[src/rtl/pwm_cmp8.sv]
// PWM comparator fed by an asynchronous ripple counter: synchronizes and deglitches
// the count, compares it against a double-buffered duty value and flags wrap-around.
module pwm_cmp8 #(
  parameter int WIDTH       = 8,
  parameter int SYNC_STAGES = 2
) (
  input  logic             clk,
  input  logic             reset,
  input  logic             enable,
  input  logic [WIDTH-1:0] cnt,
  input  logic [WIDTH-1:0] duty_in,
  input  logic             duty_load,
  input  logic             pol,
  input  logic             irq_ack,
  output logic [WIDTH-1:0] cnt_q,
  output logic             pwm_out,
  output logic             wrap_pulse,
  output logic             irq,
  output logic             ovr
);

  typedef enum logic [1:0] {
    IDLE,
    PRIME,
    RUN
  } state_t;

  state_t           state_q, state_d;
  logic [WIDTH-1:0] sync_q [SYNC_STAGES];
  logic [WIDTH-1:0] cnt_d;
  logic [WIDTH-1:0] duty_act_q, duty_act_d;
  logic [WIDTH-1:0] duty_pend_q, duty_pend_d;
  logic             pend_q, pend_d;
  logic             pwm_q, pwm_d;
  logic             wrap_q, wrap_d;
  logic             irq_q, irq_d;
  logic             ovr_q, ovr_d;

  logic [WIDTH-1:0] sample;
  logic             accept;
  logic             wrap;

  // A sample is trusted only once the value entering the last stage matches it,
  // so a single-cycle ripple glitch can never be accepted.
  assign sample = sync_q[SYNC_STAGES-1];
  assign accept = (sample == sync_q[SYNC_STAGES-2]);
  assign wrap   = (state_q == RUN) && enable && accept && (sample < cnt_q);

  always_comb begin
    state_d     = state_q;
    cnt_d       = cnt_q;
    duty_act_d  = duty_act_q;
    duty_pend_d = duty_pend_q;
    pend_d      = pend_q;
    irq_d       = irq_q;
    ovr_d       = ovr_q;
    wrap_d      = wrap;

    if (accept) begin
      cnt_d = sample;
    end

    case (state_q)
      IDLE:    if (enable) state_d = PRIME;
      PRIME:   if (!enable) state_d = IDLE;
               else if (accept) state_d = RUN;
      RUN:     if (!enable) state_d = IDLE;
      default: state_d = IDLE;
    endcase

    pwm_d = ((state_q == RUN) && enable) ? ((cnt_q < duty_act_q) ^ pol) : pol;

    // The wrap consumes the old pending duty before a same-cycle load refills it.
    if (wrap && pend_q) begin
      duty_act_d = duty_pend_q;
      pend_d     = 1'b0;
    end
    if (duty_load) begin
      duty_pend_d = duty_in;
      pend_d      = 1'b1;
    end

    if (irq_ack) begin
      irq_d = 1'b0;
      ovr_d = 1'b0;
    end
    if (wrap) begin
      irq_d = 1'b1;
      if (irq_q && !irq_ack) ovr_d = 1'b1;
    end
  end

  always_ff @(posedge clk or posedge reset) begin
    if (reset) begin
      state_q     <= IDLE;
      for (int i = 0; i < SYNC_STAGES; i++) sync_q[i] <= '0;
      cnt_q       <= '0;
      duty_act_q  <= '0;
      duty_pend_q <= '0;
      pend_q      <= 1'b0;
      pwm_q       <= 1'b0;
      wrap_q      <= 1'b0;
      irq_q       <= 1'b0;
      ovr_q       <= 1'b0;
    end else begin
      state_q     <= state_d;
      sync_q[0]   <= cnt;
      for (int i = 1; i < SYNC_STAGES; i++) sync_q[i] <= sync_q[i-1];
      cnt_q       <= cnt_d;
      duty_act_q  <= duty_act_d;
      duty_pend_q <= duty_pend_d;
      pend_q      <= pend_d;
      pwm_q       <= pwm_d;
      wrap_q      <= wrap_d;
      irq_q       <= irq_d;
      ovr_q       <= ovr_d;
    end
  end

  assign pwm_out    = pwm_q;
  assign wrap_pulse = wrap_q;
  assign irq        = irq_q;
  assign ovr        = ovr_q;

endmodule

[config.mk]
export PLATFORM = sky130hd
export DESIGN_NAME = pwm_cmp8
export DESIGN_NICKNAME = d
export VERILOG_FILES = /design/src/rtl/pwm_cmp8.sv
export SDC_FILE = /design/constraint.sdc
export NUM_CORES = 1
export LEC_CHECK = 0
export ABC_CLOCK_PERIOD_IN_PS = 2600
export BUFFER_PORTS_ARGS = -buffer_cell sky130_fd_sc_hd__buf_4
export CAP_MARGIN = 40
export CORE_MARGIN = 3
export CORE_UTILIZATION = 50
export CTS_CLUSTER_DIAMETER = 30
export DETAILED_ROUTE_END_ITERATION = 8
export MAX_ROUTING_LAYER = met4
export PLACE_DENSITY = 0.72
export SYNTH_ARGS = -nofsm -noshare
export SYNTH_HDL_FRONTEND = slang
export SYNTH_SLANG_ARGS = --single-unit
[constraint.sdc]
create_clock -name clk -period 2.6 [get_ports clk]
set_input_delay 0.26 -clock clk [delete_from_list [all_inputs] [get_ports clk]]
set_output_delay 0.26 -clock clk [all_outputs]
set_load 0.02 [all_outputs]
# == Word-level counts from Yosys, hierarchy flattened ==
# Index checks and enable logic that the tools add are counted.
# word_totals
romBits,0
reg_bits,47
word_cells,43
mem_bits_rw,0
output_inout_bits,12
latchBits,0
n_memories,0
in_bits,22
# classes
n_bitwise,1
n_mux,13
div,0
n_mul,0
shift,0
magnitude_cmp,2
n_eq_ne,6
n_reduce_logical,10
n_addsub,0
# op_table
cell,count
$lt A8 B8 Y1,2
$eq A8 B8 Y1,1
$mux W1,8
$mux W2,4
$pmux W2 S3,1
$logic_and A1 B1 Y1,5
$ne A2 B2 Y1 const B,2
$reduce_bool A2 Y1,2
$ne A3 B3 Y1 const B,1
$reduce_and A3 Y1,1
$eq A2 B1 Y1 const B,1
$eq A2 B2 Y1 const B,1
$logic_not A2 Y1,1
$logic_not A1 Y1,1
$xor A1 B1 Y1,1

# == Depth between registers and ports, before layout ==
# Gate-level depths: netlist (run 1).
# logic_depth
depth_word,7
ltp_mapped,7
ltp_nobuf,7

# == Worst setup path after synthesis (run 1) ==
# OpenSTA, ideal clock, no wires.
# synth_path
path_kind,register -> register
start,reg cnt_q[1]
end,reg duty_act_q[0]
synth_period_minus_slack_ns,2.050
setup_slack_ns,0.550
required_ns,2.475
setup_time_ns,0.125
n_path_buf,0
arrival_ns,1.925
stages_incl_launch_ff,8
cell_sequence,dfrtp_1 -> inv_1 -> ha_1 -> o21ai_0 -> nor2_1 -> o31ai_1 -> nand4_4 -> mux2_2
# synth_via
elab_chain_len,3
# synth_rtl
item,line_no,source
from (decl),15,"output logic [WIDTH-1:0] cnt_q,"
from (signal assigned),109,cnt_q <= cnt_d;
$lt A8 B8 Y1,47,assign wrap = (state_q == RUN) && enable && accept && (sample < cnt_q);
$logic_and A1 B1 Y1,47,
$logic_and A1 B1 Y1,74,if (wrap && pend_q) begin
to (signal assigned),110,duty_act_q <= duty_act_d;
to (decl),31,"logic [WIDTH-1:0] duty_act_q, duty_act_d;"
# No other way between the ends.
# A chain may end at the register's enable or synchronous reset.

# == Worst setup path in the final report (run 1) ==
# layout_path
start,reg cnt_q[1]
end,reg duty_act_q[7]
# The elaborated chain is that of the path after synthesis.

==> impl_metrics.json, run 1 <==
{
  "swShare_pct": 26.61,
  "grt_pass1_vias": 1369,
  "fp.dieH_um": 69.38,
  "cp_slowest_stage_delay_ns": 0.48,
  "path_clk_slew_ns": 0.08,
  "antenna_left": 0,
  "hold_violations": 0,
  "drive_gt1_share_pct": 30.50,
  "placed_area_um2": 2342,
  "busiest_layer": "met2",
  "ys_seq_area_share_pct": 58.57,
  "worst_ep_arrival_time_ns": 2.36,
  "finalSetupViolCount": 0,
  "nNetsFinal": 235,
  "firstDrtPassIters": 4,
  "cts_setup_buffers": 0,
  "fin_skew_ns": 0.002397,
  "total_power_mw": 1.474,
  "yosysUniqueCellTypes": 27,
  "antenna_found_initial": 0,
  "ys_async_sr_fraction_pct": 100.0,
  "syn_inst": 159,
  "worstSkewPairLatency_ns": 0.29,
  "crit_fanout": 8,
  "outcome": "completed",
  "path_delay_family": "compound AO/OA/AOI/OAI gates",
  "final.setup.worst_slack_ns": 0.4219,
  "yosys.area.top_type_share_pct": 58.57,
  "track_usage_pct": 16.82,
  "top_level_ports": 34,
  "yosysTopAreaCell": "dfrtp_1",
  "final.period_utilization_pct": 83.77,
  "synth_edf_count": 0,
  "path_buf_inv": 1,
  "max_freq_ghz": 0.4591,
  "yosys_warnings": 0,
  "synth_ff_type": "dfrtp_1",
  "drtIter0Drc": 62,
  "grt_pass1_wl_um": 6168,
  "switching_power_uw": 392.1,
  "yosysMostFrequentCell": "dfrtp_1",
  "numCtsBuffers": 5,
  "worstSetupPathType": "flop to flop",
  "synth_common_cells": "dfrtp_1 (47), inv_1 (18), mux2_2 (17)",
  "syn_to_final_growth_pct": 20.69,
  "cts.path.max_buffers": 2,
  "final_area_um2": 2424,
  "worstPathRequired_ns": 2.78,
  "finalWirelength_um": 3494,
  "synthTopCellsByArea": "dfrtp_1 (59%), mux2_2 (9.5%), ha_1 (8.7%)",
  "pre_cts_ws_ns": 0.4250,
  "core_area_um2": 3771,
  "die_w_um": 69.38,
  "end_kind": "flop",
  "grt_use_met2_pct": 28.18,
  "ys_ff_latch": 47,
  "fin_hold_ws_ns": 0.009789,
  "avgRoutedWirePerCell_um": 14.09,
  "p_leak_nw": 1.146,
  "worstMarginPinSlew_ns": 0.5627,
  "grt-ovfl-total": 0,
  "power.density_nw_per_um2": 608.0,
  "startpoint_type": "flop",
  "finalWorstPathRequiredPeriod_ns": 2.178,
  "drv_cap": 0,
  "finalSetupTns_ns": 0,
  "p_int_mw": 1.082,
  "synth_area_per_cell_um2": 12.63,
  "start_util_pct": 53.25,
  "slew_violations": 0,
  "gp_congestion": 0.7771,
  "met1_usage_pct": 19.23,
  "crit_chain": "inv_1 > ha_1 > o21ai_0 > nor2_1 > o31ai_1 > nand4_4 > mux2_2",
  "drt_drc_violations_left": 0,
  "power_frac_seq_pct": 55.2,
  "grt_util_met3_pct": 5.362,
  "cts_hold_buf": 0,
  "cts_resized": 0,
  "rows": 22,
  "rsz0062_at_grt": "no",
  "cts-root-buf": "clkbuf_8",
  "cts_tree": "done",
  "netlist_area_um2": 2008,
  "die_area_um2": 4813,
  "hold_path_class": "primary input to asynchronous set/reset pin",
  "syn_nets": 195,
  "fin_util_pct": 64.27,
  "viasPerCell": 5.129,
  "dpl.cell_count": 240,
  "peakVddDrop_v": 0.0004229,
  "instances_no_fill": 248,
  "antenna_cells": 0,
  "clkSinkCount": 47,
  "slew_headroom_pct": 62.17,
  "pwr-share-clk_pct": 28.4,
  "comb_power_share_pct": 16.4,
  "port_buffers": 33,
  "grt_start_max_net_pins": 25,
  "vias": 1272,
  "cts_htree_levels": 2,
  "dp_hpwl_um": 2712,
  "crit_slowest_cell": "o31ai_1"
}
## worst reg2reg max path: cells and delay by family, from the launching register on
| kind | cells | cell delay [ns] |
|---|---|---|
| adder cells (fa/ha/maj) | 1 | 0.28 |
| multiplexers | 1 | 0.35 |
| AO/OA/AOI/OAI | 2 | 0.65 |
| flip-flops | 1 | 0.38 |
| buffers and inverters | 1 | 0.07 |
| AND/OR/NAND/NOR | 2 | 0.35 |
## state kept, by name, summed over array words and instances (netlist names)
signal,cells
cnt_q,8
duty_act_q,8
duty_pend_q,8
sample,8
sync_q,8
state_q,2
irq,1
ovr,1
pend_q,1
pwm_out,1
wrap_pulse,1
## cells by family after synthesis
group	count (synthesis)	share of synthesized area [%]
DFF	47	58.57
and+or+nand+nor	32	9.595
buffers and inverters	20	3.800
AOI/OAI and AO/OA	19	5.358
muxes	18	10.03
adders and majority gates	14	8.723
xor gates and xnor gates	9	3.925
## cell usage in the layout, fill, tap and decap left out, types with 2 or more instances in the layout
cell type,instances
a21o_1,2
a21oi_1,4
buf_4,34
clkbuf_1,2
clkbuf_8,5
dfrtp_1,47
ha_1,14
inv_1,17
mux2_2,17
nand2_1,11
nand2b_1,2
nand3_1,2
nand4_1,3
nor2_1,4
nor3b_1,2
o21ai_0,9
o22ai_1,2
o31ai_1,2
xnor2_1,9
## routing by layer
layer | part of all wire (%) | wire, µm
met3 | 4.9 | 172
met1 | 42 | 1475
met4 | 1.3 | 47
met2 | 51 | 1799
met5 | 0 | 0
## worst paths after layout
kind	from	end	slack, ns	cells after the start
setup / recovery	cnt_q[1]$_DFFE_PP0P_	duty_act_q[7]$_DFFE_PP0P_	0.42	7
hold / removal	reset	duty_pend_q[0]$_DFFE_PP0P_	0.01	2
setup reg to reg	cnt_q[1]$_DFFE_PP0P_	duty_act_q[7]$_DFFE_PP0P_	0.42	7
hold reg to reg	sync_q[14]$_DFF_PP0_	sample[6]$_DFF_PP0_	0.40	0
max in group asynchronous	reset	wrap_pulse$_DFF_PP0_	2.10	3
min in group clk	cnt[3]	sync_q[11]$_DFF_PP0_	0.07	1
## final cells by class
class                      count  area [µm²]
clock inverter                 1       5.005
inverter                      18       67.56
sequential                    47        1176
multi-input combinational     92       755.7
tap                           48       60.06
timing repair buffer          35       282.8
fill                         275        1348
clock buffer                   7       76.32
## power groups by stage
stage | combinational [mW] | clock (mW) | sequential, mW
after global routing | 0.278 | 0.459 | 0.820
final | 0.242 | 0.418 | 0.814
after floorplan | 0.128 | 0 | 0.841
after CTS | 0.246 | 0.430 | 0.814
after global placement | 0.229 | 0 | 0.826
after detailed placement | 0.244 | 0 | 0.829
Power figures use the tool's default switching activity.
==> inputs of run 2 (changes only) <==
==> config.mk (replaced) <==
export PLATFORM = sky130hd
export DESIGN_NAME = pwm_cmp8
export DESIGN_NICKNAME = d
export VERILOG_FILES = /design/src/rtl/pwm_cmp8.sv
export SDC_FILE = /design/constraint.sdc
export NUM_CORES = 1
export LEC_CHECK = 0
export ABC_CLOCK_PERIOD_IN_PS = 1800
export BUFFER_PORTS_ARGS = -buffer_cell sky130_fd_sc_hd__buf_4
export CAP_MARGIN = 40
export CORE_MARGIN = 3
export CORE_UTILIZATION = 49
export CTS_CLUSTER_DIAMETER = 30
export DETAILED_ROUTE_END_ITERATION = 8
export MAX_ROUTING_LAYER = met4
export PLACE_DENSITY = 0.74
export SYNTH_ARGS = -nofsm -noshare
export SYNTH_HDL_FRONTEND = slang
export SYNTH_SLANG_ARGS = --single-unit
==> constraint.sdc (replaced) <==
create_clock -name clk -period 1.8 [get_ports clk]
set_input_delay 0.18 -clock clk [delete_from_list [all_inputs] [get_ports clk]]
set_output_delay 0.18 -clock clk [all_outputs]
set_load 0.02 [all_outputs]
==> impl_metrics.json, run 2 (synthesis gave the netlist of run 1 again) <==
{
  "antenna_found_initial": 0,
  "clkSinkCount": 47,
  "antenna_left": 0,
  "outcome": "finished, violations left",
  "holdCritStartpoint": "pol",
  "grt_pass1_wl_um": 6658,
  "slew_headroom_pct": 50.23,
  "firstDrtPassIters": 6,
  "layout_common_cells": "buf_4 (48), dfrtp_1 (44), mux2_2 (16), inv_1 (15)",
  "grt_start_max_net_pins": 31,
  "fin_skew_ns": 0.008652,
  "end_kind": "flop",
  "cts.path.max_buffers": 2,
  "path_clk_slew_ns": 0.09,
  "r2r-start": "sample[1]$_DFF_PP0_",
  "drv_cap": 0,
  "worstSetupPathType": "flop to flop",
  "hold_path_class": "primary input to flop",
  "antenna_cells": 0,
  "drt_drc_violations_left": 0,
  "drive_gt1_share_pct": 40.44,
  "vias": 1369,
  "final_area_um2": 2731,
  "top_level_ports": 34,
  "fin_util_pct": 71.90,
  "fp.dieH_um": 70.02,
  "avgRoutedWirePerCell_um": 14.41,
  "nNetsFinal": 260,
  "final.setup.worst_slack_ns": -0.03682,
  "core_area_um2": 3799,
  "viasPerCell": 5.015,
  "grt-ovfl-total": 0,
  "drtIter0Drc": 35,
  "dp_hpwl_um": 2799,
  "p_leak_nw": 1.288,
  "multi_input_area_um2": 818.3,
  "startpoint_type": "flop",
  "final_common_cell": "buf_4",
  "rows": 22,
  "die_w_um": 70.02,
  "power.density_nw_per_um2": 879.6,
  "worstMarginPinSlew_ns": 0.7420,
  "start_util_pct": 52.87,
  "worstSkewPairLatency_ns": 0.30,
  "final.period_utilization_pct": 102.0,
  "crit_fanout": 8,
  "cts_tree": "done",
  "placed_area_um2": 2430,
  "die_area_um2": 4903,
  "rsz0062_at_grt": "yes",
  "r2r_end": "duty_act_q[0]$_DFFE_PP0P_",
  "gp_congestion": 0.7895,
  "max_freq_ghz": 0.5444,
  "numCtsBuffers": 5,
  "cts-root-buf": "clkbuf_8",
  "slew_violations": 0,
  "grt_pass1_vias": 1478,
  "fin_hold_ws_ns": 0.05086,
  "instances_no_fill": 273,
  "finalWirelength_um": 3934,
  "hold_violations": 0,
  "syn_to_final_growth_pct": 36.01,
  "violations": "negative setup slack",
  "worst_ep_arrival_time_ns": 2.03,
  "finalSetupViolCount": 9,
  "hold_end": "pwm_out$_DFF_PP0_",
  "worstPathRequired_ns": 1.99,
  "port_buffers": 33,
  "seqCellArea_um2": 1180,
  "fill_cells": 251,
  "reg2reg_slack_ns": -0.04,
  "worst_r2r_path_depth": 7,
  "finalWorstPathRequiredPeriod_ns": 1.837,
  "track_usage_pct": 17.66,
  "cts_htree_levels": 2,
  "peakVddDrop_v": 0.0006788,
  "finalSetupTns_ns": -0.2013,
  "dpl.cell_count": 249,
  "hold_depth": 2
}
run 2: changes by cell type in the layout (fill, tap and decap cells not counted), sizes merged:
cell	change
buf	+16
dlygate4sd3	+9
clkbuf	-2
clkinv	+2
bufinv	+1
inv	-1
run 2: layer usage:
layer	routed length [µm]	track usage [%]	part of all wire (%)	vias to the layer above
met5	0	-	0	-
met4	44	5.106	1.1	0
met3	139	4.604	3.5	4
met2	2068	30.33	53	26
met1	1682	20.42	43	668
li1	-	-	-	671
run 2: where the power goes:
part	leakage [nW]	internal [mW]	total [mW]	switching, mW
logic	0.645	0.242	0.470	0.228
clock network	0.0581	0.413	0.765	0.352
registers	0.585	1.12	1.17	0.0453
total	1.29	1.78	2.40	0.625
run 2: repair_timing:
item                                   4_1_cts  5_1_grt
cloned                                       0        0
gates resized for setup                      2        6
buffers inserted                             1        6
pin swaps                                    2        4
setup endpoints to repair                   11       12
hold buffers                                 9        0
endpoints found under the hold margin       25        0
run 2: stage by stage:
stage | setup slack (ns) | power (mW)
final | -0.03682 | 2.403
after detailed placement | -0.1120 | 1.602
after global routing | -0.1449 | 2.546
after global placement | -0.05355 | 1.581
after floorplan | -0.05431 | 1.417
after CTS | -0.02860 | 2.400
run 2: area by class of cell:
class                   count  area share [%]
clock buffers               5           2.519
flip-flops and latches     47           43.20
multi-input cells          92           29.96
well taps                  48           2.199
repair buffers             60           18.05
clock inverters             3           1.603
inverters                  18           2.474
run 2: worst max-delay path, stage by stage (launching register included):
cell and delay, ns:
dfrtp_2 0.45, ha_4 0.25, o21ai_2 0.10, nor2_1 0.06, o31ai_2 0.19, buf_4 0.17
nand4_4 0.18, mux2_4 0.34
run 2: worst max-delay path by stage:
stage,from,to,slack (ns),cells after the start
after floorplan,cnt_q[1]$_DFFE_PP0P_,duty_act_q[0]$_DFFE_PP0P_,-0.05,7
after global placement,sample[1]$_DFF_PP0_,duty_act_q[0]$_DFFE_PP0P_,-0.05,6
after detailed placement,sample[1]$_DFF_PP0_,duty_act_q[0]$_DFFE_PP0P_,-0.11,6
after CTS,sample[1]$_DFF_PP0_,duty_act_q[0]$_DFFE_PP0P_,-0.03,7
after global routing,sample[1]$_DFF_PP0_,duty_act_q[0]$_DFFE_PP0P_,-0.14,7
final,sample[1]$_DFF_PP0_,duty_act_q[0]$_DFFE_PP0P_,-0.04,7
==> inputs of run 3 (changes only) <==
--- a/config.mk
+++ b/config.mk
@@ -8,6 +8,7 @@
 export ABC_CLOCK_PERIOD_IN_PS = 1800
 export BUFFER_PORTS_ARGS = -buffer_cell sky130_fd_sc_hd__buf_4
 export CAP_MARGIN = 40
+export CORE_ASPECT_RATIO = 1.4
 export CORE_MARGIN = 3
 export CORE_UTILIZATION = 49
 export CTS_CLUSTER_DIAMETER = 30
==> impl_metrics.json, run 3 (synthesis gave the netlist of run 1 again) <==
{
  "hold_path_class": "primary input to flop",
  "instances_no_fill": 265,
  "fp.dieH_um": 81.75,
  "met1_usage_pct": 21.18,
  "finalWorstPathRequiredPeriod_ns": 1.823,
  "rows": 26,
  "antenna_cells": 0,
  "grt_util_met3_pct": 3.931,
  "end_kind": "flop",
  "path_buf_inv": 1,
  "crit_slowest_cell": "dfrtp_2",
  "cts_htree_levels": 2,
  "antenna_found_initial": 0,
  "drive_gt1_share_pct": 39.46,
  "vias": 1351,
  "fin_skew_ns": 0.009082,
  "core_area_um2": 3806,
  "cts-root-buf": "clkbuf_8",
  "clkSinkCount": 47,
  "peakVddDrop_v": 0.0009489,
  "drv_cap": 0,
  "drtIter0Drc": 23,
  "fill_cells": 271,
  "avgRoutedWirePerCell_um": 14.34,
  "path_delay_family": "flip-flops",
  "hold_violations": 0,
  "final.period_utilization_pct": 101.3,
  "grt_use_met2_pct": 29.87,
  "worstPathRequired_ns": 1.99,
  "finalWirelength_um": 3799,
  "finalSetupTns_ns": -0.08881,
  "rsz0062_at_grt": "yes",
  "worst_ep_arrival_time_ns": 2.01,
  "cts_tree": "done",
  "nNetsFinal": 258,
  "worstMarginPinSlew_ns": 0.6403,
  "finalSetupViolCount": 8,
  "start_util_pct": 52.76,
  "grt_pass1_wl_um": 6423,
  "grt-ovfl-total": 0,
  "outcome": "finished, violations left",
  "final_common_cell": "buf_4",
  "dpl.cell_count": 243,
  "p_leak_nw": 1.276,
  "grt_pass1_vias": 1444,
  "cts.path.max_buffers": 2,
  "slew_violations": 0,
  "gp_congestion": 0.8682,
  "antenna_left": 0,
  "crit_fanout": 8,
  "top_level_ports": 34,
  "drt_drc_violations_left": 0,
  "grt_start_max_net_pins": 19,
  "layout_common_cells": "buf_4 (47), dfrtp_1 (44), mux2_2 (16), inv_1 (15), ha_1 (13)",
  "worstSkewPairLatency_ns": 0.29,
  "final.setup.worst_slack_ns": -0.02279,
  "startpoint_type": "flop",
  "max_freq_ghz": 0.5486,
  "die_w_um": 60.11,
  "viasPerCell": 5.098,
  "firstDrtPassIters": 4,
  "port_buffers": 33,
  "syn_to_final_growth_pct": 33.33,
  "fin_hold_ws_ns": 0.05891,
  "dp_hpwl_um": 2871,
  "worstSetupPathType": "flop to flop",
  "slew_headroom_pct": 57.05,
  "track_usage_pct": 17.96,
  "crit_chain": "inv_2 > ha_4 > o21ai_2 > nor2_1 > o31ai_2 > nand4_4 > mux2_4",
  "busiest_layer": "met2",
  "cp_slowest_stage_delay_ns": 0.42,
  "total_power_mw": 2.395,
  "violations": "negative setup slack",
  "numCtsBuffers": 5,
  "power.density_nw_per_um2": 894.4,
  "die_area_um2": 4913,
  "path_clk_slew_ns": 0.09
}
run 3: layer usage:
metal	wire length [µm]	vias up	part of all wire, %
met5	0	-	0
met4	62	0	1.6
met3	120	8	3.2
met2	2017	28	53
met1	1599	654	42
li1	-	661	-
run 3: final cells by class:
| class | instances | area (µm²) | share of cell area (%) |
|---|---|---|---|
| inverter | 18 | 67.56 | 2.523 |
| timing repair buffer | 58 | 459.2 | 17.15 |
| tap | 42 | 52.55 | 1.963 |
| sequential | 47 | 1180 | 44.07 |
| clock buffer | 6 | 82.58 | 3.084 |
| clock inverter | 2 | 35.03 | 1.308 |
| multi-input combinational | 92 | 800.8 | 29.91 |
run 3: final timing paths:
| check | start | end | slack, ns | cells past startpoint |
|---|---|---|---|---|
| worst max-delay path | cnt_q[1]$_DFFE_PP0P_ | duty_act_q[0]$_DFFE_PP0P_ | -0.02 | 7 |
| worst min-delay path | pol | pwm_out$_DFF_PP0_ | 0.06 | 2 |
| worst max register to register | cnt_q[1]$_DFFE_PP0P_ | duty_act_q[0]$_DFFE_PP0P_ | -0.02 | 7 |
| worst min register to register | sync_q[14]$_DFF_PP0_ | sample[6]$_DFF_PP0_ | 0.40 | 0 |
| max in group asynchronous | reset | cnt_q[7]$_DFFE_PP0P_ | 0.77 | 4 |
| min in group asynchronous | reset | duty_act_q[0]$_DFFE_PP0P_ | 0.45 | 3 |
run 3: timing repair:
action	CTS	global route
endpoints found under the setup margin	9	18
resized for setup	1	5
pin swaps	1	6
setup buffers	0	4
cloned	0	1
hold buffers	9	0
hold endpoints to repair	24	0
run 3: where the power goes:
group	switching (mW)	internal, mW	leakage [nW]
Combinational	0.210	0.229	0.630
Clock	0.336	0.449	0.0612
Sequential	0.0497	1.12	0.585
Total	0.595	1.80	1.28
run 3: through the flow:
step	area (µm²)	utilization (%)	worst slack, ns
after detailed placement	2410	63.31	-0.06710
after global routing	2678	70.35	-0.1147
after CTS	2623	68.90	-0.03482
after floorplan	2036	-	-0.05431
after global placement	2410	63.31	-0.04846
final	2678	70.35	-0.02279
